File: config.mk
export PLATFORM = sky130hd
export DESIGN_NAME = key_array_controller
export DESIGN_NICKNAME = d
export VERILOG_FILES = /design/src/rtl/key_array_controller_pkg.sv /design/src/rtl/key_array_controller_key_channel.sv /design/src/rtl/key_array_controller.sv
export SDC_FILE = /design/constraint.sdc
export NUM_CORES = 1
export LEC_CHECK = 0
export CORE_MARGIN = 4
export CORE_UTILIZATION = 60
export CTS_BUF_LIST = sky130_fd_sc_hd__clkbuf_4 sky130_fd_sc_hd__clkbuf_8 sky130_fd_sc_hd__clkbuf_16
export DETAILED_ROUTE_END_ITERATION = 16
export PLACE_DENSITY = 0.86
export SLEW_MARGIN = 20
export SYNTH_ARGS = -nofsm -noshare
export SYNTH_HDL_FRONTEND = slang
export SYNTH_SLANG_ARGS = --single-unit
File: constraint.sdc
create_clock -name clock -period 4.8 [get_ports clock]
set_clock_uncertainty 0.2 [all_clocks]
set_input_delay 0.96 -clock clock [delete_from_list [all_inputs] [get_ports clock]]
set_output_delay 0.96 -clock clock [all_outputs]
set_load 0.05 [all_outputs]
File: src/rtl/key_array_controller_pkg.sv
// rtl/key_array_controller_pkg.sv - shared state encoding and default intervals for the key array
package key_array_controller_pkg;

  typedef enum logic [1:0] {
    ST_IDLE    = 2'd0,
    ST_PRESSED = 2'd1,
    ST_REPEAT  = 2'd2
  } key_state_e;

  localparam int unsigned DEFAULT_NUM_KEYS        = 4;
  localparam int unsigned DEFAULT_DEBOUNCE_CYCLES = 250000;
  localparam int unsigned DEFAULT_HOLD_INTERVAL   = 50000000;
  localparam int unsigned DEFAULT_REPEAT_INTERVAL = 1000000;
  localparam int unsigned DEFAULT_TIMER_WIDTH     = 32;

endpackage

File: src/rtl/key_array_controller_key_channel.sv
// rtl/key_array_controller_key_channel.sv - one key: synchroniser, debouncer, press/hold/repeat FSM
module key_channel
  import key_array_controller_pkg::*;
#(
  parameter int unsigned DEBOUNCE_CYCLES = DEFAULT_DEBOUNCE_CYCLES,
  parameter int unsigned HOLD_INTERVAL   = DEFAULT_HOLD_INTERVAL,
  parameter int unsigned REPEAT_INTERVAL = DEFAULT_REPEAT_INTERVAL,
  parameter int unsigned TIMER_WIDTH     = DEFAULT_TIMER_WIDTH
) (
  input  logic clk_i,
  input  logic rst_ni,
  input  logic key_n_i,
  input  logic repeat_en_i,
  output logic pressed_o,
  output logic released_o,
  output logic repeat_o,
  output logic down_o,
  output logic held_o
);

  logic                   sync1_q, sync2_q, stable_q;
  logic [TIMER_WIDTH-1:0] deb_q, hold_q, rep_q;
  key_state_e             state_q;
  logic                   pressed_q, released_q, repeat_q, down_q, held_q;
  logic                   level_differs, level_accept;

  assign level_differs = (sync2_q != stable_q);
  // The FSM reacts in the same edge the debouncer accepts, so the pulse lands with the level flip.
  assign level_accept  = level_differs && (deb_q == TIMER_WIDTH'(DEBOUNCE_CYCLES - 1));

  always_ff @(posedge clk_i or negedge rst_ni) begin
    if (!rst_ni) begin
      sync1_q  <= 1'b1;
      sync2_q  <= 1'b1;
      stable_q <= 1'b1;
      deb_q    <= '0;
    end else begin
      sync1_q <= key_n_i;
      sync2_q <= sync1_q;
      if (!level_differs) begin
        deb_q <= '0;
      end else if (level_accept) begin
        deb_q    <= '0;
        stable_q <= sync2_q;
      end else begin
        deb_q <= deb_q + TIMER_WIDTH'(1);
      end
    end
  end

  always_ff @(posedge clk_i or negedge rst_ni) begin
    if (!rst_ni) begin
      state_q    <= ST_IDLE;
      hold_q     <= '0;
      rep_q      <= '0;
      pressed_q  <= 1'b0;
      released_q <= 1'b0;
      repeat_q   <= 1'b0;
      down_q     <= 1'b0;
      held_q     <= 1'b0;
    end else begin
      pressed_q  <= 1'b0;
      released_q <= 1'b0;
      repeat_q   <= 1'b0;
      case (state_q)
        ST_IDLE: begin
          if (level_accept && !sync2_q) begin
            pressed_q <= 1'b1;
            down_q    <= 1'b1;
            hold_q    <= '0;
            state_q   <= ST_PRESSED;
          end
        end
        ST_PRESSED, ST_REPEAT: begin
          // Outside IDLE an accepted level is always a release, and it beats any due repeat.
          if (level_accept) begin
            released_q <= 1'b1;
            down_q     <= 1'b0;
            held_q     <= 1'b0;
            hold_q     <= '0;
            rep_q      <= '0;
            state_q    <= ST_IDLE;
          end else if (state_q == ST_PRESSED) begin
            if (hold_q == TIMER_WIDTH'(HOLD_INTERVAL - 1)) begin
              held_q   <= 1'b1;
              rep_q    <= '0;
              repeat_q <= repeat_en_i;
              state_q  <= ST_REPEAT;
            end else begin
              hold_q <= hold_q + TIMER_WIDTH'(1);
            end
          end else if (!repeat_en_i) begin
            rep_q <= '0;
          end else if (rep_q == TIMER_WIDTH'(REPEAT_INTERVAL - 1)) begin
            repeat_q <= 1'b1;
            rep_q    <= '0;
          end else begin
            rep_q <= rep_q + TIMER_WIDTH'(1);
          end
        end
        default: state_q <= ST_IDLE;
      endcase
    end
  end

  assign pressed_o  = pressed_q;
  assign released_o = released_q;
  assign repeat_o   = repeat_q;
  assign down_o     = down_q;
  assign held_o     = held_q;

endmodule

File: src/rtl/key_array_controller.sv
// rtl/key_array_controller.sv - array of independent key channels plus the combined event flag
module key_array_controller
  import key_array_controller_pkg::*;
#(
  parameter int unsigned NUM_KEYS        = DEFAULT_NUM_KEYS,
  parameter int unsigned DEBOUNCE_CYCLES = DEFAULT_DEBOUNCE_CYCLES,
  parameter int unsigned HOLD_INTERVAL   = DEFAULT_HOLD_INTERVAL,
  parameter int unsigned REPEAT_INTERVAL = DEFAULT_REPEAT_INTERVAL,
  parameter int unsigned TIMER_WIDTH     = DEFAULT_TIMER_WIDTH
) (
  input  logic                clock,
  input  logic                resetn,
  input  logic [NUM_KEYS-1:0] KEY,
  input  logic [NUM_KEYS-1:0] repeat_enable,
  output logic [NUM_KEYS-1:0] key_pressed,
  output logic [NUM_KEYS-1:0] key_released,
  output logic [NUM_KEYS-1:0] key_repeat,
  output logic [NUM_KEYS-1:0] key_down,
  output logic [NUM_KEYS-1:0] key_held,
  output logic                any_event
);

  for (genvar g = 0; g < NUM_KEYS; g++) begin : g_key
    key_channel #(
      .DEBOUNCE_CYCLES(DEBOUNCE_CYCLES),
      .HOLD_INTERVAL  (HOLD_INTERVAL),
      .REPEAT_INTERVAL(REPEAT_INTERVAL),
      .TIMER_WIDTH    (TIMER_WIDTH)
    ) u_key_channel (
      .clk_i      (clock),
      .rst_ni     (resetn),
      .key_n_i    (KEY[g]),
      .repeat_en_i(repeat_enable[g]),
      .pressed_o  (key_pressed[g]),
      .released_o (key_released[g]),
      .repeat_o   (key_repeat[g]),
      .down_o     (key_down[g]),
      .held_o     (key_held[g])
    );
  end

  assign any_event = |{key_pressed, key_released, key_repeat};

endmodule

### Yosys cells after proc, flatten, opt, wreduce, memory -nomap -nowiden

Cells that the tools add are included.

* logic and storage cells: 297
* flip-flop bits (word level): 424

* $add $sub $neg: 12
* reduce and logical (&&, ||, !) cells: 57
* multiplexer cells: 132
* eq/ne operators: 48

Operators by type and width (number)
* $mux 32: 44
* $add 32x1->32 const B: 12
* $pmux 32 s2: 4
* $eq 32x18->1 const B: 4
* $eq 32x20->1 const B: 4
* $eq 32x26->1 const B: 4
* $mux 1: 60
* $reduce_and 3->1: 12
* $mux 2: 16
* $ne 3x1->1 const B: 8
* $ne 3x2->1 const B: 8
* $reduce_bool 2->1: 12
* $ne 2x1->1 const B: 8
* $pmux 2 s2: 4
* $reduce_and 2->1: 8
* $reduce_and 4->1: 4
* $reduce_or 12->1: 1
* $eq 2x1->1 const B: 4
* $eq 2x2->1 const B: 4
* $logic_and 1x1->1: 8
* $logic_not 2->1: 4
* $pmux 1 s2: 4
* $reduce_or 2->1: 4
* $logic_not 1->1: 4
* $ne 1x1->1: 4

### Longest topological paths before layout

Gate-level depths: netlist of the first run.

* depth in word-level cells: 6
* depth in mapped cells: 10

### Hierarchy

A second synthesis of the first run with hierarchy kept.

* cells, all modules: 2584
* area total of the unflattened synthesis: 23044.6 sq um

By module, submodules not included
* key_channel at g_key[0].u_key_channel ...: cells each 643, instances 3, area an instance 5740.5 sq um
* key_channel at g_key[3].u_key_channel: cells each 651, instances 1, area an instance 5799.3 sq um
* key_array_controller: cells each 4, instances 1, area an instance 23.8 sq um

### Least setup slack after synthesis of the first run

OpenSTA, ideal clock, no wires.

* path type: register to register
* start point: reg g_key[1].u_key_channel.sync2_q
* end point: reg g_key[1].u_key_channel.hold_q[21]
* library setup time: 124 ps
* clock period less this slack: 2862 ps
* setup slack: 1938 ps
* required time: 4476 ps
* arrival time: 2538 ps
* stages on the path, launching flop included: 10
* cells stage by stage: dfstp_2 xor2_1 nand2_1 or4_1 clkbuf_1 or3_1 buf_2 and2_1 buf_6 a211o_1

* longest elaborated chain between the ends: 5
* elaborated cells between the ends (all ways): 10

Ends and longest elaborated chain
* from (decl): RTL line key_array_controller_key_channel.sv:21 `logic sync1_q, sync2_q, stable_q;`
* from (signal assigned): RTL line key_array_controller_key_channel.sv:39 `sync2_q <= sync1_q;`
* $ne 1x1->1: RTL line key_array_controller_key_channel.sv:27 `assign level_differs = (sync2_q != stable_q);`
* $logic_and 1x1->1: RTL line key_array_controller_key_channel.sv:29 `assign level_accept = level_differs && (deb_q == TIMER_WIDTH'(DEBOUNCE_CYCLES - 1));`
* $logic_and 1x1->1: RTL line key_array_controller_key_channel.sv:67 `if (level_accept && !sync2_q) begin`
* $ne 2x1->1 (no line)
* $reduce_and 4->1 (no line)
* to (signal assigned): RTL line key_array_controller_key_channel.sv:90 `hold_q <= hold_q + TIMER_WIDTH'(1);`
* to (decl): RTL line key_array_controller_key_channel.sv:22 `logic [TIMER_WIDTH-1:0] deb_q, hold_q, rep_q;`

Several ways; a longest one is shown, not always the timed one.
A chain may end at the register's enable or synchronous reset.

### Worst setup path in the final report of the first run

* start point: reg g_key[2].u_key_channel.repeat_q
* end point: out any_event

* longest elaborated chain between the ends: 1

Ends and longest elaborated chain
* from (decl): RTL line key_array_controller_key_channel.sv:24 `logic pressed_q, released_q, repeat_q, down_q, held_q;`
* from (signal assigned): RTL line key_array_controller_key_channel.sv:87 `repeat_q <= repeat_en_i;`
* $reduce_or 12->1: RTL line key_array_controller.sv:42 `assign any_event = |{key_pressed, key_released, key_repeat};`
* to (decl): RTL line key_array_controller.sv:20 `output logic any_event`

No other way between the ends.

==> results.py, run 1 <==
metrics = {
    "power_and_ir_drop": {
        "p_leak_nw": 10.43,
        "ir_drop_mv": 0.3031,
        "power.density_nw_per_um2": 302.9,
    },
    "cts": {
        "postCtsHoldBufs": 0,
        "clk_pin_slew_ps": 60,
        "ctsRootBufferMaster": "clkbuf_16",
        "clk_latency_ps": 560,
        "cts_tree": "yes",
        "cts-resized-gates": 0,
        "clk_path_buf_depth": 3,
        "h-tree-depth": 2,
        "cts_buffers": 45,
        "post-cts-setup-buffers": 0,
        "cts_sinks": 424,
    },
    "die": {
        "ios": 31,
        "core_area_sq_um": 37840,
        "start_util_pct": 60.99,
        "die-area_sq_um": 41670,
        "fp-row-count": 71,
        "die_y_um": 204.1,
        "die_w_um": 204.1,
    },
    "worst_setup_path": {
        "end_kind": "primary output",
        "r2r.worst_path.cells": 7,
        "criticalPathCategory": "register to primary output",
        "crit_required_ps": 3640,
        "crit-reg2reg-launch": "g_key[3].u_key_channel.deb_q[0]$_DFF_PN0_",
        "rrSetupSlack_ps": 1380,
        "startpoint_type": "register",
        "path_max_fanout": 2,
        "r2r_end": "g_key[3].u_key_channel.rep_q[23]$_DFFE_PN0P_",
        "critPathArrivalTime_ps": 2710,
    },
    "logic_synthesis": {
        "yosys-top-cells-count": "dfrtp_1, nor2_1, nand2_1",
        "ys_seq_area_share_pct": 46.04,
        "synth_area_per_cell_sq_um": 8.890,
        "synth.most_common_cell": "dfrtp_1",
        "synthFlopType": "dfrtp_1",
        "synth-compound-area-share_pct": 15.66,
        "yosys_register_bits": 424,
        "synth_edf_count": 0,
        "synth_top_family_by_area": "simple AND/OR/NAND/NOR gates",
        "synth-simple-area-share_pct": 26.94,
        "synth_cell_types": 74,
        "ys_warn_count": 0,
        "synth_fa_ha_area_share_pct": 1.518,
        "synth_fp_nets": 2634,
        "synth_top_area_cell": "dfrtp_1",
        "syn_inst": 2596,
        "synthTopCellsByArea": "dfrtp_1, o21ai_0, a21oi_1, nor2_1, nand2_1",
        "synth_top_area_share_pct": 44.67,
        "synthXorXnorAreaFrac_pct": 4.440,
        "syn-cell-area_sq_um": 23080,
        "synth.area.mux_share_pct": 1.534,
        "ys_async_sr_fraction_pct": 100.0,
    },
    "global_route": {
        "antenna_found_initial": 0,
        "grt_pass1_wl_mm": 93.14,
        "grt_pass1_vias": 19600,
        "grt_max_degree": 101,
        "grt_util_all_layers_pct": 25.82,
        "grt_overflow": 0,
    },
    "place": {
        "gp_congestion": 0.8847,
        "port_buffers": 30,
        "pre_cts_ws_ps": 1355,
        "place_inst": 3035,
        "dp_hpwl_mm": 35.07,
    },
    "sta": {
        "finalCritPeriodShare_pct": 80.58,
        "slew_headroom_pct": 27.41,
        "rsz0062_at_grt": "false",
        "tns_ps": 0,
        "tightestPinTransition_ps": 1081,
        "fin_crit_ps": 3868,
        "hold_violations": 0,
        "fmax_mhz": 258.6,
        "setup_violations": 0,
        "finalMaxSlewViolations": 0,
        "setup_ws_ps": 932.3,
    },
    "worst_hold_path": {
        "holdPathStages": 0,
        "hold_end": "g_key[0].u_key_channel.sync2_q$_DFF_PN1_",
        "hp-class": "register to register",
        "worst_hold_startpoint": "g_key[0].u_key_channel.sync1_q$_DFF_PN1_",
    },
    "detailed_routing": {
        "vias": 20280,
        "drc": 0,
        "viasPerCell": 6.512,
        "wl_per_cell_um": 17.53,
        "drtAntennaViolNets": 0,
        "first_pass_iters": 6,
        "routed_wl_mm": 54.60,
        "drtIter0Drc": 1932,
    },
    "cells_and_area": {
        "num-nets-final": 2609,
        "drive_above_1_share_pct": 6.260,
        "num_antenna_cells": 0,
        "fin_cells": 3115,
        "syn2layout_area_growth_pct": 10.27,
    },
    "run": {
        "drv_cap": 0,
    },
    "outcome": {
        "outcome": "finished clean",
    },
}
==> state kept, by name, summed over array words and instances, names as in the netlist, 8 cells and up <==
name                         cells
g_key.u_key_channel.rep_q      128
g_key.u_key_channel.state_q      8
g_key.u_key_channel.hold_q     128
g_key.u_key_channel.deb_q      128
==> layout make-up <==
cell class                      instances  area (sq um)
Fill cell                            2874         12390
Multi-Input combinational cell       1957         11630
Sequential cell                       424         10630
Clock buffer                           56          1265
Tap cell                              511         639.4
Timing Repair Buffer                   57         558.0
Clock inverter                         24         411.6
Inverter                               86         322.8
==> worst max-delay path by stage <==
stage / startpoint / to / cells after the start
2_1_floorplan: g_key[1].u_key_channel.sync2_q$_DFF_PN1_ / g_key[1].u_key_channel.hold_q[21]$_DFFE_PN0P_ / 9
3_3_place_gp: g_key[3].u_key_channel.deb_q[0]$_DFF_PN0_ / g_key[3].u_key_channel.rep_q[23]$_DFFE_PN0P_ / 7
3_5_place_dp: g_key[3].u_key_channel.deb_q[0]$_DFF_PN0_ / g_key[3].u_key_channel.rep_q[23]$_DFFE_PN0P_ / 7
4_1_cts: g_key[2].u_key_channel.repeat_o$_DFF_PN0_ / any_event / 3
5_1_grt: g_key[2].u_key_channel.repeat_o$_DFF_PN0_ / any_event / 3
6_report: g_key[2].u_key_channel.repeat_o$_DFF_PN0_ / any_event / 3
==> per-stage QoR <==
step	total power, mW	util (%)	area [sq um]	hold WS, ps
after floorplan	3.743	-	23080	145.2
after global placement	3.848	62.82	23770	150.3
after detailed placement	3.854	62.82	23770	149.7
after CTS	7.770	67.25	25450	162.2
after global routing	7.947	67.25	25450	166.2
final	7.709	67.25	25450	161.9
==> critical path, cell delays in order, from the launching register on <==
cell             delay (ps)
dfrtp_1                 390
nor4_1                  880
nand3_1                 140
clkdlybuf4s50_1         740
==> where the power goes <==
| group | internal [mW] | switching (mW) | leakage [nW] |
|---|---|---|---|
| clock | 2.46 | 1.46 | 0.828 |
| combinational | 0.0397 | 0.124 | 3.85 |
| sequential | 3.60 | 0.0249 | 5.75 |
| total | 6.10 | 1.61 | 10.4 |
==> layout by cell type (no fill, tap or decap), types with 25 or more instances in the layout <==
| cell | synthesis | routed |
|---|---|---|
| xor2_1 | 60 | 60 |
| nand3_1 | 168 | 168 |
| or3_1 | 70 | 70 |
| dfrtp_1 | 412 | 412 |
| o31ai_1 | 39 | 38 |
| nand2_1 | 231 | 231 |
| nor3_1 | 81 | 80 |
| and2_1 | 25 | 25 |
| nor4_1 | 62 | 60 |
| ha_1 | 28 | 28 |
| mux2i_1 | 32 | 32 |
| clkbuf_16 | 0 | 45 |
| and4_1 | 40 | 40 |
| clkdlybuf4s50_1 | 0 | 29 |
| a31oi_1 | 62 | 62 |
| a21oi_1 | 178 | 178 |
| o21ai_0 | 186 | 185 |
| xnor2_1 | 57 | 57 |
| or4_1 | 27 | 27 |
| and3_1 | 78 | 78 |
| inv_1 | 86 | 86 |
| nor2_1 | 237 | 237 |
| nand4_1 | 84 | 84 |
==> metal layers <==
metal	routed length (um)	GRT usage [%]	vias to the layer above
met5	0	0	-
li1	-	-	9493
met2	26700	43.25	729
met3	3430	4.427	129
met1	22990	34.55	9933
met4	1484	8.375	0
==> cell families (layout without fill, tap and decap cells) <==
logic type,count (synthesis),count (layout)
fa+ha+maj,28,28
xor+xnor,117,117
flops,424,424
buf+inv,215,223
compound gates,594,594
simple gates,1183,1183
mux,35,35
Power figures use the tool's default switching activity.
==> run 2: changes to the inputs <==
==> constraint.sdc (replaced) <==
create_clock -name clock -period 3.6 [get_ports clock]
set_clock_uncertainty 0.2 [all_clocks]
set_input_delay 0.72 -clock clock [delete_from_list [all_inputs] [get_ports clock]]
set_output_delay 0.72 -clock clock [all_outputs]
set_load 0.05 [all_outputs]
==> results.py, run 2 (same netlist as run 1, synthesis figures left out) <==
metrics = {
    "worst_setup_path": {
        "cp_num_cells": 4,
        "crit-reg2reg-launch": "g_key[0].u_key_channel.deb_q[18]$_DFF_PN0_",
        "slowest_delay_ps": 710,
        "r2r_end": "g_key[0].u_key_channel.rep_q[1]$_DFFE_PN0P_",
        "r2r.worst_path.cells": 6,
        "rrSetupSlack_ps": 320,
        "startpoint_type": "register",
        "cpMaxStageDelayCell": "clkdlybuf4s50_1",
        "end_kind": "primary output",
        "startpoint": "g_key[2].u_key_channel.repeat_o$_DFF_PN0_",
        "critPathArrivalTime_ps": 2600,
        "crit_required_ps": 2680,
        "cp-endpoint": "any_event",
        "path_max_fanout": 2,
        "crit_chain": "nor4_1 > buf_4 > nand3_1 > clkdlybuf4s50_1",
        "cp_top_family": "buffers and inverters",
        "path_buf_inv": 2,
        "criticalPathCategory": "register to primary output",
    },
    "sta": {
        "setup_violations": 0,
        "finalMaxSlewViolations": 0,
        "fin_crit_ps": 3523,
        "fmax_mhz": 283.8,
        "holdWs_ps": 159.4,
        "finalCritPeriodShare_pct": 97.86,
        "tightestPinTransition_ps": 1094,
        "rsz0062_at_grt": "false",
        "hold_violations": 0,
        "slew_headroom_pct": 27.03,
        "setup_ws_ps": 76.96,
        "tns_ps": 0,
    },
    "detailed_routing": {
        "viasPerCell": 6.483,
        "first_pass_iters": 7,
        "drtAntennaViolNets": 0,
        "routed_wl_mm": 54.97,
        "vias": 20420,
        "drtIter0Drc": 1668,
        "wl_per_cell_um": 17.46,
        "drc": 0,
    },
    "cells_and_area": {
        "final_util_pct": 67.53,
        "syn2layout_area_growth_pct": 10.73,
        "drive_above_1_share_pct": 7.430,
        "fin_cells": 3149,
        "num_antenna_cells": 0,
        "final_area_sq_um": 25560,
        "final_common_cell": "dfrtp_1",
        "num-nets-final": 2643,
        "mostFrequentLayoutCells": "dfrtp_1, nor2_1, nand2_1",
        "reg_top3": "g_key.u_key_channel.deb_q: 128 flops, g_key.u_key_channel.hold_q: 128 flops, g_key.u_key_channel.rep_q: 128 flops",
    },
    "die": {
        "die_y_um": 204.1,
        "ios": 31,
        "die-area_sq_um": 41670,
        "die_w_um": 204.1,
        "core_area_sq_um": 37840,
        "fp-row-count": 71,
        "start_util_pct": 60.99,
    },
    "global_route": {
        "met3_usage_pct": 3.618,
        "grt_pass1_vias": 19770,
        "grt_overflow": 0,
        "use_met1_pct": 35.18,
        "grt_util_all_layers_pct": 26.11,
        "busiest_layer": "met2",
        "grt_pass1_wl_mm": 93.79,
        "antenna_found_initial": 0,
        "grt_max_degree": 81,
        "use_met2_pct": 43.93,
    },
    "cts": {
        "cts_tree": "yes",
        "cts_buffers": 44,
        "h-tree-depth": 2,
        "clk_path_buf_depth": 3,
        "ctsRootBufferMaster": "clkbuf_16",
        "clk_pin_slew_ps": 60,
        "cts_sinks": 424,
        "clk_latency_ps": 570,
        "cts-resized-gates": 0,
    },
    "place": {
        "place_inst": 3069,
        "place_area_sq_um": 24040,
        "dp_hpwl_mm": 36.27,
        "port_buffers": 30,
        "pre_cts_ws_ps": 386.8,
        "gp_congestion": 0.8959,
    },
    "power_and_ir_drop": {
        "fin_total_pwr_mw": 9.742,
        "ir_drop_mv": 0.3910,
        "p_leak_nw": 10.54,
        "power.density_nw_per_um2": 381.2,
    },
    "outcome": {
        "outcome": "finished clean",
    },
    "worst_hold_path": {
        "hp-class": "register to register",
    },
    "run": {
        "drv_cap": 0,
    },
}
==> run 2: changes by cell type in the layout (fill, tap and decap cells not counted), sizes merged <==
cell,change
dlygate4sd3,+1
clkbuf,+9
buf,+34
bufinv,-9
clkinv,-1
==> run 2: repair_timing <==
action / CTS / global route
setup buffers: 0 / 0
endpoints found under the hold margin: 29 / 0
hold buffers: 1 / 0
==> run 2: how the worst min path moves through the flow <==
| stage | from | endpoint | slack (ps) | depth (start not counted) |
|---|---|---|---|---|
| 3_5_place_dp | g_key[3].u_key_channel.sync1_q$_DFF_PN1_ | g_key[3].u_key_channel.sync2_q$_DFF_PN1_ | 160 | 0 |
| 3_3_place_gp | g_key[3].u_key_channel.sync1_q$_DFF_PN1_ | g_key[3].u_key_channel.sync2_q$_DFF_PN1_ | 160 | 0 |
| 5_1_grt | g_key[3].u_key_channel.sync1_q$_DFF_PN1_ | g_key[3].u_key_channel.sync2_q$_DFF_PN1_ | 170 | 0 |
| 2_1_floorplan | g_key[0].u_key_channel.sync1_q$_DFF_PN1_ | g_key[0].u_key_channel.sync2_q$_DFF_PN1_ | 150 | 0 |
| 6_report | g_key[3].u_key_channel.sync1_q$_DFF_PN1_ | g_key[3].u_key_channel.sync2_q$_DFF_PN1_ | 160 | 0 |
| 4_1_cts | g_key[3].u_key_channel.sync1_q$_DFF_PN1_ | g_key[3].u_key_channel.sync2_q$_DFF_PN1_ | 160 | 0 |
==> run 2: cell type report <==
cell class,instances,area (sq um)
inverters,86,322.8
multi-input cells,1957,11640
repair buffers,92,835.8
fillers,2882,12290
well taps,511,639.4
clock inverters,14,125.1
flip-flops and latches,424,10630
clock buffers,65,1370
==> run 2: metal layers <==
metal	wire length [um]	vias up
li1	-	9565
met1	23420	10000
met2	26840	721
met3	3216	129
met4	1494	0
met5	0	-
==> run 2: where the power goes <==
part | total [mW] | switching [mW] | internal [mW]
combinational | 0.238 | 0.172 | 0.0660
sequential | 4.83 | 0.0332 | 4.80
clock | 4.67 | 1.90 | 2.77
==> run 3: changes to the inputs <==
--- a/config.mk
+++ b/config.mk
@@ -6,10 +6,11 @@
 export NUM_CORES = 1
 export LEC_CHECK = 0
 export CORE_MARGIN = 4
-export CORE_UTILIZATION = 60
+export CORE_UTILIZATION = 50
 export CTS_BUF_LIST = sky130_fd_sc_hd__clkbuf_4 sky130_fd_sc_hd__clkbuf_8 sky130_fd_sc_hd__clkbuf_16
+export CTS_CLUSTER_SIZE = 30
 export DETAILED_ROUTE_END_ITERATION = 16
-export PLACE_DENSITY = 0.86
+export PLACE_DENSITY = 0.75
 export SLEW_MARGIN = 20
 export SYNTH_ARGS = -nofsm -noshare
 export SYNTH_HDL_FRONTEND = slang
==> results.py, run 3 (same netlist as run 1, synthesis figures left out) <==
metrics = {
    "detailed_routing": {
        "drtIter0Drc": 1805,
        "first_pass_iters": 5,
        "wl_per_cell_um": 16.76,
        "viasPerCell": 6.171,
        "drc": 0,
        "drtAntennaViolNets": 0,
        "routed_wl_mm": 54.37,
        "vias": 20020,
    },
    "cells_and_area": {
        "syn2layout_area_growth_pct": 11.56,
        "drive_above_1_share_pct": 7.716,
        "final_common_cell": "dfrtp_1",
        "num_antenna_cells": 0,
        "final_util_pct": 56.62,
        "mostFrequentLayoutCells": "dfrtp_1, nor2_1, nand2_1",
        "fill_cells": 4001,
        "num-nets-final": 2643,
        "reg_top3": "g_key.u_key_channel.deb_q: 128 flops, g_key.u_key_channel.hold_q: 128 flops, g_key.u_key_channel.rep_q: 128 flops",
    },
    "cts": {
        "cts_tree": "yes",
        "h-tree-depth": 2,
        "clk_latency_ps": 590,
        "clk_path_buf_depth": 3,
        "cts_sinks": 424,
        "clk_pin_slew_ps": 60,
        "cts-resized-gates": 0,
        "ctsRootBufferMaster": "clkbuf_16",
        "cts_buffers": 47,
    },
    "sta": {
        "setup_violations": 0,
        "rsz0062_at_grt": "false",
        "hold_violations": 0,
        "tns_ps": 0,
        "fin_crit_ps": 3303,
        "slew_headroom_pct": 30.34,
        "finalCritPeriodShare_pct": 91.74,
        "setup_ws_ps": 297.4,
        "finalMaxSlewViolations": 0,
        "fmax_mhz": 302.8,
        "holdWs_ps": 155.0,
        "tightestPinTransition_ps": 1045,
    },
    "worst_setup_path": {
        "critPathArrivalTime_ps": 3590,
        "crit_chain": "nor4b_1 > nand4_1 > or3_1 > buf_4 > a21oi_1 > nand2_1 > o31ai_1",
        "end_kind": "register",
        "criticalPathCategory": "register to register",
        "path_max_fanout": 9,
        "cpMaxStageDelayCell": "a21oi_1",
        "cp_top_family": "simple AND/OR/NAND/NOR gates",
        "crit_required_ps": 3890,
        "startpoint_type": "register",
        "slowest_delay_ps": 470,
        "path_buf_inv": 1,
    },
    "worst_hold_path": {
        "hp-class": "register to register",
    },
    "power_and_ir_drop": {
        "power.density_nw_per_um2": 390.2,
        "p_leak_nw": 10.59,
        "ir_drop_mv": 0.3684,
    },
    "place": {
        "dp_hpwl_mm": 35.83,
        "gp_congestion": 0.8548,
        "pre_cts_ws_ps": 380.6,
        "port_buffers": 30,
    },
    "global_route": {
        "antenna_found_initial": 0,
        "grt_pass1_wl_mm": 93.09,
        "grt_max_degree": 81,
        "grt_pass1_vias": 19530,
        "grt_overflow": 0,
        "grt_util_all_layers_pct": 21.48,
    },
    "die": {
        "die_y_um": 222.8,
        "ios": 31,
        "start_util_pct": 50.75,
        "die_w_um": 222.8,
        "core_area_sq_um": 45480,
        "fp-row-count": 78,
        "die-area_sq_um": 49660,
    },
    "run": {
        "drv_cap": 0,
    },
    "outcome": {
        "outcome": "finished clean",
    },
}
## run 3: cell count changes in the layout (fill, tap and decap cells not counted), sizes merged
cell	delta
clkinv	+6
buf	-2
bufinv	+2
clkbuf	+1
clkdlybuf4s50	-1
clkinvlp	-1
inv	+1
## run 3: timing repair
| item | CTS | global route |
|---|---|---|
| endpoints found under the setup margin | 0 | 0 |
| hold endpoints to repair | 58 | 0 |
| setup buffers | 0 | 0 |
| hold buffers | 1 | 0 |
## run 3: path summary, 6_finish.rpt
| check | slack, ps | from | cells after the start | endpoint |
|---|---|---|---|---|
| worst max register to register | 300 | g_key[0].u_key_channel.deb_q[18]$_DFF_PN0_ | 7 | g_key[0].u_key_channel.rep_q[11]$_DFFE_PN0P_ |
| min in group asynchronous | 510 | resetn | 2 | g_key[0].u_key_channel.rep_q[0]$_DFFE_PN0P_ |
| worst max-delay path | 300 | g_key[0].u_key_channel.deb_q[18]$_DFF_PN0_ | 7 | g_key[0].u_key_channel.rep_q[11]$_DFFE_PN0P_ |
| worst min register to register | 160 | g_key[3].u_key_channel.sync1_q$_DFF_PN1_ | 0 | g_key[3].u_key_channel.sync2_q$_DFF_PN1_ |
| worst min-delay path | 160 | g_key[3].u_key_channel.sync1_q$_DFF_PN1_ | 0 | g_key[3].u_key_channel.sync2_q$_DFF_PN1_ |
| max in group asynchronous | 1790 | resetn | 3 | g_key[2].u_key_channel.stable_q$_DFFE_PN1P_ |
## run 3: area by class of cell
type                    instances  area [sq um]  share of cell area, %
multi-input cells            1957         11640                  45.20
flip-flops and latches        424         10630                  41.27
clock buffers                  66          1386                  5.384
repair buffers                 89         798.3                  3.100
well taps                     600         750.7                  2.916
inverters                      86         322.8                  1.254
clock inverters                22         227.7                 0.8844
## run 3: report_power, final
part | total [mW] | switching (mW) | internal, mW
clock network | 4.99 | 2.01 | 2.98
logic | 0.228 | 0.168 | 0.0598
registers | 4.83 | 0.0309 | 4.80
total | 10.0 | 2.21 | 7.84
## run 3: per-stage QoR
| step | instances | cell area [sq um] | power [mW] |
|---|---|---|---|
| global route | 3244 | 25750 | 10.40 |
| CTS | 3244 | 25740 | 10.18 |
| global placement | 3155 | 24110 | 5.143 |
| finish | 3244 | 25750 | 10.05 |
| detailed placement | 3155 | 24110 | 5.151 |
| floorplan | 2596 | 23080 | 4.991 |
## run 3: per-layer routing
| layer | routed length, um | share of wire [%] | global-route usage (%) | vias to the layer above |
|---|---|---|---|---|
| li1 | - | - | - | 9573 |
| met1 | 24500 | 45 | 29.79 | 9785 |
| met2 | 25860 | 48 | 35.35 | 557 |
| met3 | 2794 | 5.1 | 2.946 | 103 |
| met4 | 1209 | 2.2 | 6.661 | 0 |
| met5 | 0 | 0 | 0 | - |
## run 3: worst reg2reg max path, cell delays in order (launching register included)
cell,delay (ps)
dfrtp_1,420
nor4b_1,400
nand4_1,340
or3_1,460
buf_4,180
a21oi_1,470
nand2_1,370
o31ai_1,350
==> RTL edit 1, RTL diff (config.mk and constraints of run 1) <==
Set the package constant `DEFAULT_TIMER_WIDTH` to 28 (it was 32).
--- a/src/rtl/key_array_controller_pkg.sv
+++ b/src/rtl/key_array_controller_pkg.sv
@@ -11,7 +11,7 @@
   localparam int unsigned DEFAULT_DEBOUNCE_CYCLES = 250000;
   localparam int unsigned DEFAULT_HOLD_INTERVAL   = 50000000;
   localparam int unsigned DEFAULT_REPEAT_INTERVAL = 1000000;
-  localparam int unsigned DEFAULT_TIMER_WIDTH     = 32;
+  localparam int unsigned DEFAULT_TIMER_WIDTH     = 28;
 
 endpackage
 
Behaviour: same outputs for any inputs over 4 cycles, from zero or initial values and one cycle with resetn low; that may be too few to reach the edited logic, so the function may still have changed.
==> RTL edit 1 against run 1 <==
- global-route usage is 0.13 points higher
- synthesized cell count is 9.8% lower
- core utilization is 0.48 points lower
- maximum frequency is 0.79% lower
- routed wire length is 13% lower
- sequential power is 12% lower
- largest power group unchanged
- setup slack worse by 0.031 ns
- power is 14% lower
- synthesized area is 12% lower
- highest routed layer unchanged
- register-to-register slack better by 0.10 ns
- sequential cell count is 48 lower
- critical endpoint unchanged
- design area is 12% lower
==> RTL edit 1: results (changes against run 1) <==
| Metric | Value |
|---|---|
| Vias in the first global route | 17450 (was 19600) |
| Setup WS pre-CTS | 1.429 ns (was 1.355 ns) |
| Placed insts | 2713 (was 3035) |
| Met3 WL | 2.570 mm (was 3.430 mm) |
| Placed cell areas | 20940 um^2 (was 23770 um^2) |
| Max VDD drop | 0.3082 mV (was 0.3031 mV) |
| Biggest registers after layout | g_key.u_key_channel.deb_q x112, g_key.u_key_channel.hold_q x112, g_key.u_key_channel.rep_q x112 (was g_key.u_key_channel.deb_q x128, g_key.u_key_channel.hold_q x128, g_key.u_key_channel.rep_q x128) |
| M1 wire length | 20.61 mm (was 22.99 mm) |
| Nets | 2348 (was 2609) |
| Worst Hold Slack | 0.1553 ns (was 0.1619 ns) |
| Syn nets | 2379 (was 2634) |
| # fillers | 2604 (was 2874) |
| Yosys cell types | 69 (was 74) |
| GP Congestion | 0.9043 (was 0.8847) |
| Wirelength per Cell | 17.10 um (was 17.53 um) |
| First-pass GRT wire length | 82.29 mm (was 93.14 mm) |
| First-pass DRT Iterations | 5 (was 6) |
| Metal2 WL | 23.30 mm (was 26.70 mm) |
| Fin cells | 2789 (was 3115) |
| Reg2reg path depth | 7 (unchanged) |
| Reg2reg end | g_key[0].u_key_channel.rep_q[4] (was g_key[3].u_key_channel.rep_q[23]) |
| Hold Startpoint | g_key[1].u_key_channel.sync1_q (was g_key[0].u_key_channel.sync1_q) |
| Share of cells above drive strength 1 | 6.621% (was 6.260%) |
| Initial DRC count | 1564 (was 1932) |
| Sequential-to-total area share from yosys stat | 46.23% (was 46.04%) |
| Largest net degree at the start of global routing | 96 (was 101) |
| Worst skew pair latency | 0.54 ns (was 0.56 ns) |
| Leak | 9.184 nW (was 10.43 nW) |
| Area grow syn2layout | 9.826% (was 10.27%) |
| Switch Pwr | 1.414 mW (was 1.612 mW) |
| Arr. time, crit path | 2.74 ns (was 2.71 ns) |
| R2R Path Start | g_key[0].u_key_channel.rep_q[20] (was g_key[3].u_key_channel.deb_q[0]) |
| Mapped Cells | 2341 (was 2596) |
| Outcome | complete, no violations (unchanged) |
| Synth top area cells | dfrtp_1 (45%), o21ai_0 (6.1%), nor2_1 (4.8%) (was dfrtp_1 (45%), o21ai_0 (4.0%), a21oi_1 (3.9%)) |
| DR vias | 17920 (was 20280) |
| Reg2Reg Setup Slack | 1.48 ns (was 1.38 ns) |
RTL edit 1: changes by cell type after synthesis, sizes merged, moves of 25 or more:
cell   delta
nand2    -33
or3      -25
o21ai    +63
inv      -25
a21oi    -59
nor2     +25
dfrtp    -48
RTL edit 1: worst max path at each step:
stage,to,cells after the start
floorplan,g_key[3].u_key_channel.rep_q[3],9
finish,any_event,3
global route,any_event,3
detailed placement,g_key[1].u_key_channel.rep_q[8],6
global placement,any_event,3
CTS,any_event,3
RTL edit 1: kinds of logic after synthesis:
| group | synth area share (%) |
|---|---|
| XOR/XNOR | 4.339 |
| buffers and inverters | 4.081 |
| AND/OR/NAND/NOR | 26.77 |
| adder cells (fa/ha/maj) | 1.719 |
| flip-flops | 46.23 |
| multiplexers | 0.7181 |
| AO/OA/AOI/OAI | 16.14 |
RTL edit 1: routing by layer:
metal,track usage [%],up-vias
met5,0,-
met4,9.078,0
met3,3.763,102
met2,43.08,574
met1,35.17,8802
li1,-,8443
RTL edit 1: critical path: stages (launching register included):
cell,delay [ns]
dfrtp_1,0.39
nor4_1,0.91
nand3_1,0.15
clkdlybuf4s50_1,0.74
RTL edit 1: final cells by class:
class / count / share of cell area [%]
Inverter: 61 / 1.023
Clock buffer: 63 / 5.700
Clock inverter: 12 / 0.6483
Tap cell: 448 / 2.504
Sequential cell: 376 / 42.09
Multi-Input combinational cell: 1774 / 45.66
Timing Repair Buffer: 55 / 2.370
RTL edit 1: power by group through the flow:
| stage | combinational (mW) | sequential [mW] | clock, mW |
|---|---|---|---|
| after global routing | 0.174 | 3.20 | 3.47 |
| after floorplan | 0.0589 | 3.25 | 0 |
| after global placement | 0.149 | 3.25 | 0 |
| after CTS | 0.155 | 3.20 | 3.34 |
| final | 0.151 | 3.20 | 3.29 |
| after detailed placement | 0.154 | 3.25 | 0 |
==> RTL edit 2, RTL diff (flow settings as in run 1) <==
Without the edit above. Put a register stage on the output `key_pressed`. The value now appears one clock later. The other outputs are not delayed to match.
--- a/src/rtl/key_array_controller.sv
+++ b/src/rtl/key_array_controller.sv
@@ -20,6 +20,8 @@
   output logic                any_event
 );
 
+  logic [NUM_KEYS-1:0] key_pressed_d;
+
   for (genvar g = 0; g < NUM_KEYS; g++) begin : g_key
     key_channel #(
       .DEBOUNCE_CYCLES(DEBOUNCE_CYCLES),
@@ -31,7 +33,7 @@
       .rst_ni     (resetn),
       .key_n_i    (KEY[g]),
       .repeat_en_i(repeat_enable[g]),
-      .pressed_o  (key_pressed[g]),
+      .pressed_o  (key_pressed_d[g]),
       .released_o (key_released[g]),
       .repeat_o   (key_repeat[g]),
       .down_o     (key_down[g]),
@@ -39,7 +41,11 @@
     );
   end
 
-  assign any_event = |{key_pressed, key_released, key_repeat};
+  assign any_event = |{key_pressed_d, key_released, key_repeat};
+
+  always_ff @(posedge clock) begin
+      key_pressed <= key_pressed_d;
+  end
 
 endmodule
 
Check against the original RTL: same outputs for any inputs over 4 cycles, from zero or initial values and one cycle with resetn low; that may be too few to reach the edited logic, so the function may still have changed.
==> RTL edit 2 against run 1 <==
- maximum frequency is 2.0% higher
- power is 1.9% lower
- critical path depth stayed put
- synthesized area is 0.46% higher
- sequential cell count is 4 higher
- design area hardly changed
- routed wire length is 1.1% lower
- setup slack better by 0.077 ns
- critical path type unchanged
- largest power group unchanged
==> RTL edit 2: results (changes against run 1) <==
| Metric | Value |
|---|---|
| P_int | 5.958 mW (was 6.097 mW) |
| Critical Path Max Stage Delay | 0.80 ns (was 0.88 ns) |
| GR Util All Layers | 25.92% (was 25.82%) |
| Seq_cells | 428 (was 424) |
| Post-synthesis compound-gate area fraction | 16.00% (was 15.66%) |
| Yosys cell types | 81 (was 74) |
| Seq. cell area | 10710 um^2 (was 10630 um^2) |
| DR vias | 20530 (was 20280) |
| Setup WS pre-CTS | 1.293 ns (was 1.355 ns) |
| Leak | 10.36 nW (was 10.43 nW) |
| Post-synthesis xor/xnor area fraction | 4.797% (was 4.440%) |
| Worst path slowest cell | nor4_1 (unchanged) |
| Clk cell area share | 6.446% (was 6.588%) |
| Wirelength per Cell | 17.21 um (was 17.53 um) |
| Arr. time, crit path | 2.63 ns (was 2.71 ns) |
| Avg Cell Area, Syn | 8.863 um^2 (was 8.890 um^2) |
| Synth Area in Adders | 1.511% (was 1.518%) |
| Syn nets | 2654 (was 2634) |
| Nets | 2626 (was 2609) |
| # fillers | 2812 (was 2874) |
| Largest net degree at the start of global routing | 103 (was 101) |
| Post-DP HPWL | 35.33 mm (was 35.07 mm) |
| Synth top area cells | dfrtp_1 (44%), o21ai_0 (5.3%), nor2_1 (4.5%) (was dfrtp_1 (45%), o21ai_0 (4.0%), a21oi_1 (3.9%)) |
| Signal inverters | 60 (was 86) |
| First-pass GRT wire length | 93.43 mm (was 93.14 mm) |
| Clock buf count | 64 (was 56) |
| Outcome | complete, no violations (unchanged) |
| Signal buf overhead | 2.068% (was 2.193%) |
| Reg2reg path depth | 6 (was 7) |
| Share of cells above drive strength 1 | 6.359% (was 6.260%) |
| Multi-input combinational cell count | 1998 (was 1957) |
| Multi-input gate share of total cell area | 46.05% (was 45.69%) |
| Placed cell areas | 23800 um^2 (was 23770 um^2) |
| CTS buffer count | 46 (was 45) |
| Placed insts | 3050 (was 3035) |
| Met3 usage | 4.496% (was 4.427%) |
| Initial antenna violation count | 1 (was 0) |
| GP Congestion | 0.9066 (was 0.8847) |
| Headroom to the max-slew limit | 25.68% (was 27.41%) |
| Buffers excl. clock | 54 (was 57) |
| Met1 Track Usage GR | 35.07% (was 34.55%) |
| Top cells by count, synth | dfrtp_1 (412), nor2_1 (277), o21ai_0 (246) (was dfrtp_1 (412), nor2_1 (237), nand2_1 (231)) |
| Max VDD drop | 0.2239 mV (was 0.3031 mV) |
| Mux cell area share after synthesis | 0.8041% (was 1.534%) |
| Area grow syn2layout | 9.837% (was 10.27%) |
| Switch Pwr | 1.605 mW (was 1.612 mW) |
| Grt met2 use | 42.64% (was 43.25%) |
| Fin cells | 3137 (was 3115) |
| CTS resizes | 0 (unchanged) |
| Biggest registers after layout | g_key.u_key_channel.deb_q x128, g_key.u_key_channel.hold_q x128, g_key.u_key_channel.rep_q x128 (unchanged) |
| Async set-or-reset flop fraction in the synthesized netlist | 99.07% (was 100.0%) |
| Vias in the first global route | 19840 (was 19600) |
| Initial DRC count | 1827 (was 1932) |
| Sequential-to-total area share from yosys stat | 46.17% (was 46.04%) |
==> RTL edit 2: path summary, 6_finish.rpt <==
check / from / to / slack, ns
setup / recovery: g_key[0].u_key_channel.released_o / any_event / 1.01
hold / removal: g_key[0].u_key_channel.sync1_q / g_key[0].u_key_channel.sync2_q / 0.16
setup reg to reg: g_key[3].u_key_channel.hold_q[16] / g_key[3].u_key_channel.rep_q[25] / 1.17
hold reg to reg: g_key[0].u_key_channel.sync1_q / g_key[0].u_key_channel.sync2_q / 0.16
max in group asynchronous: resetn / g_key[3].u_key_channel.sync1_q / 3.13
min in group asynchronous: resetn / g_key[0].u_key_channel.rep_q[14] / 0.21
==> RTL edit 2: routing by layer <==
| layer | vias up | wire [um] |
|---|---|---|
| met5 | - | 13 |
| met3 | 138 | 3658 |
| met4 | 2 | 1563 |
| met1 | 9962 | 22960 |
| li1 | 9591 | - |
| met2 | 837 | 25800 |
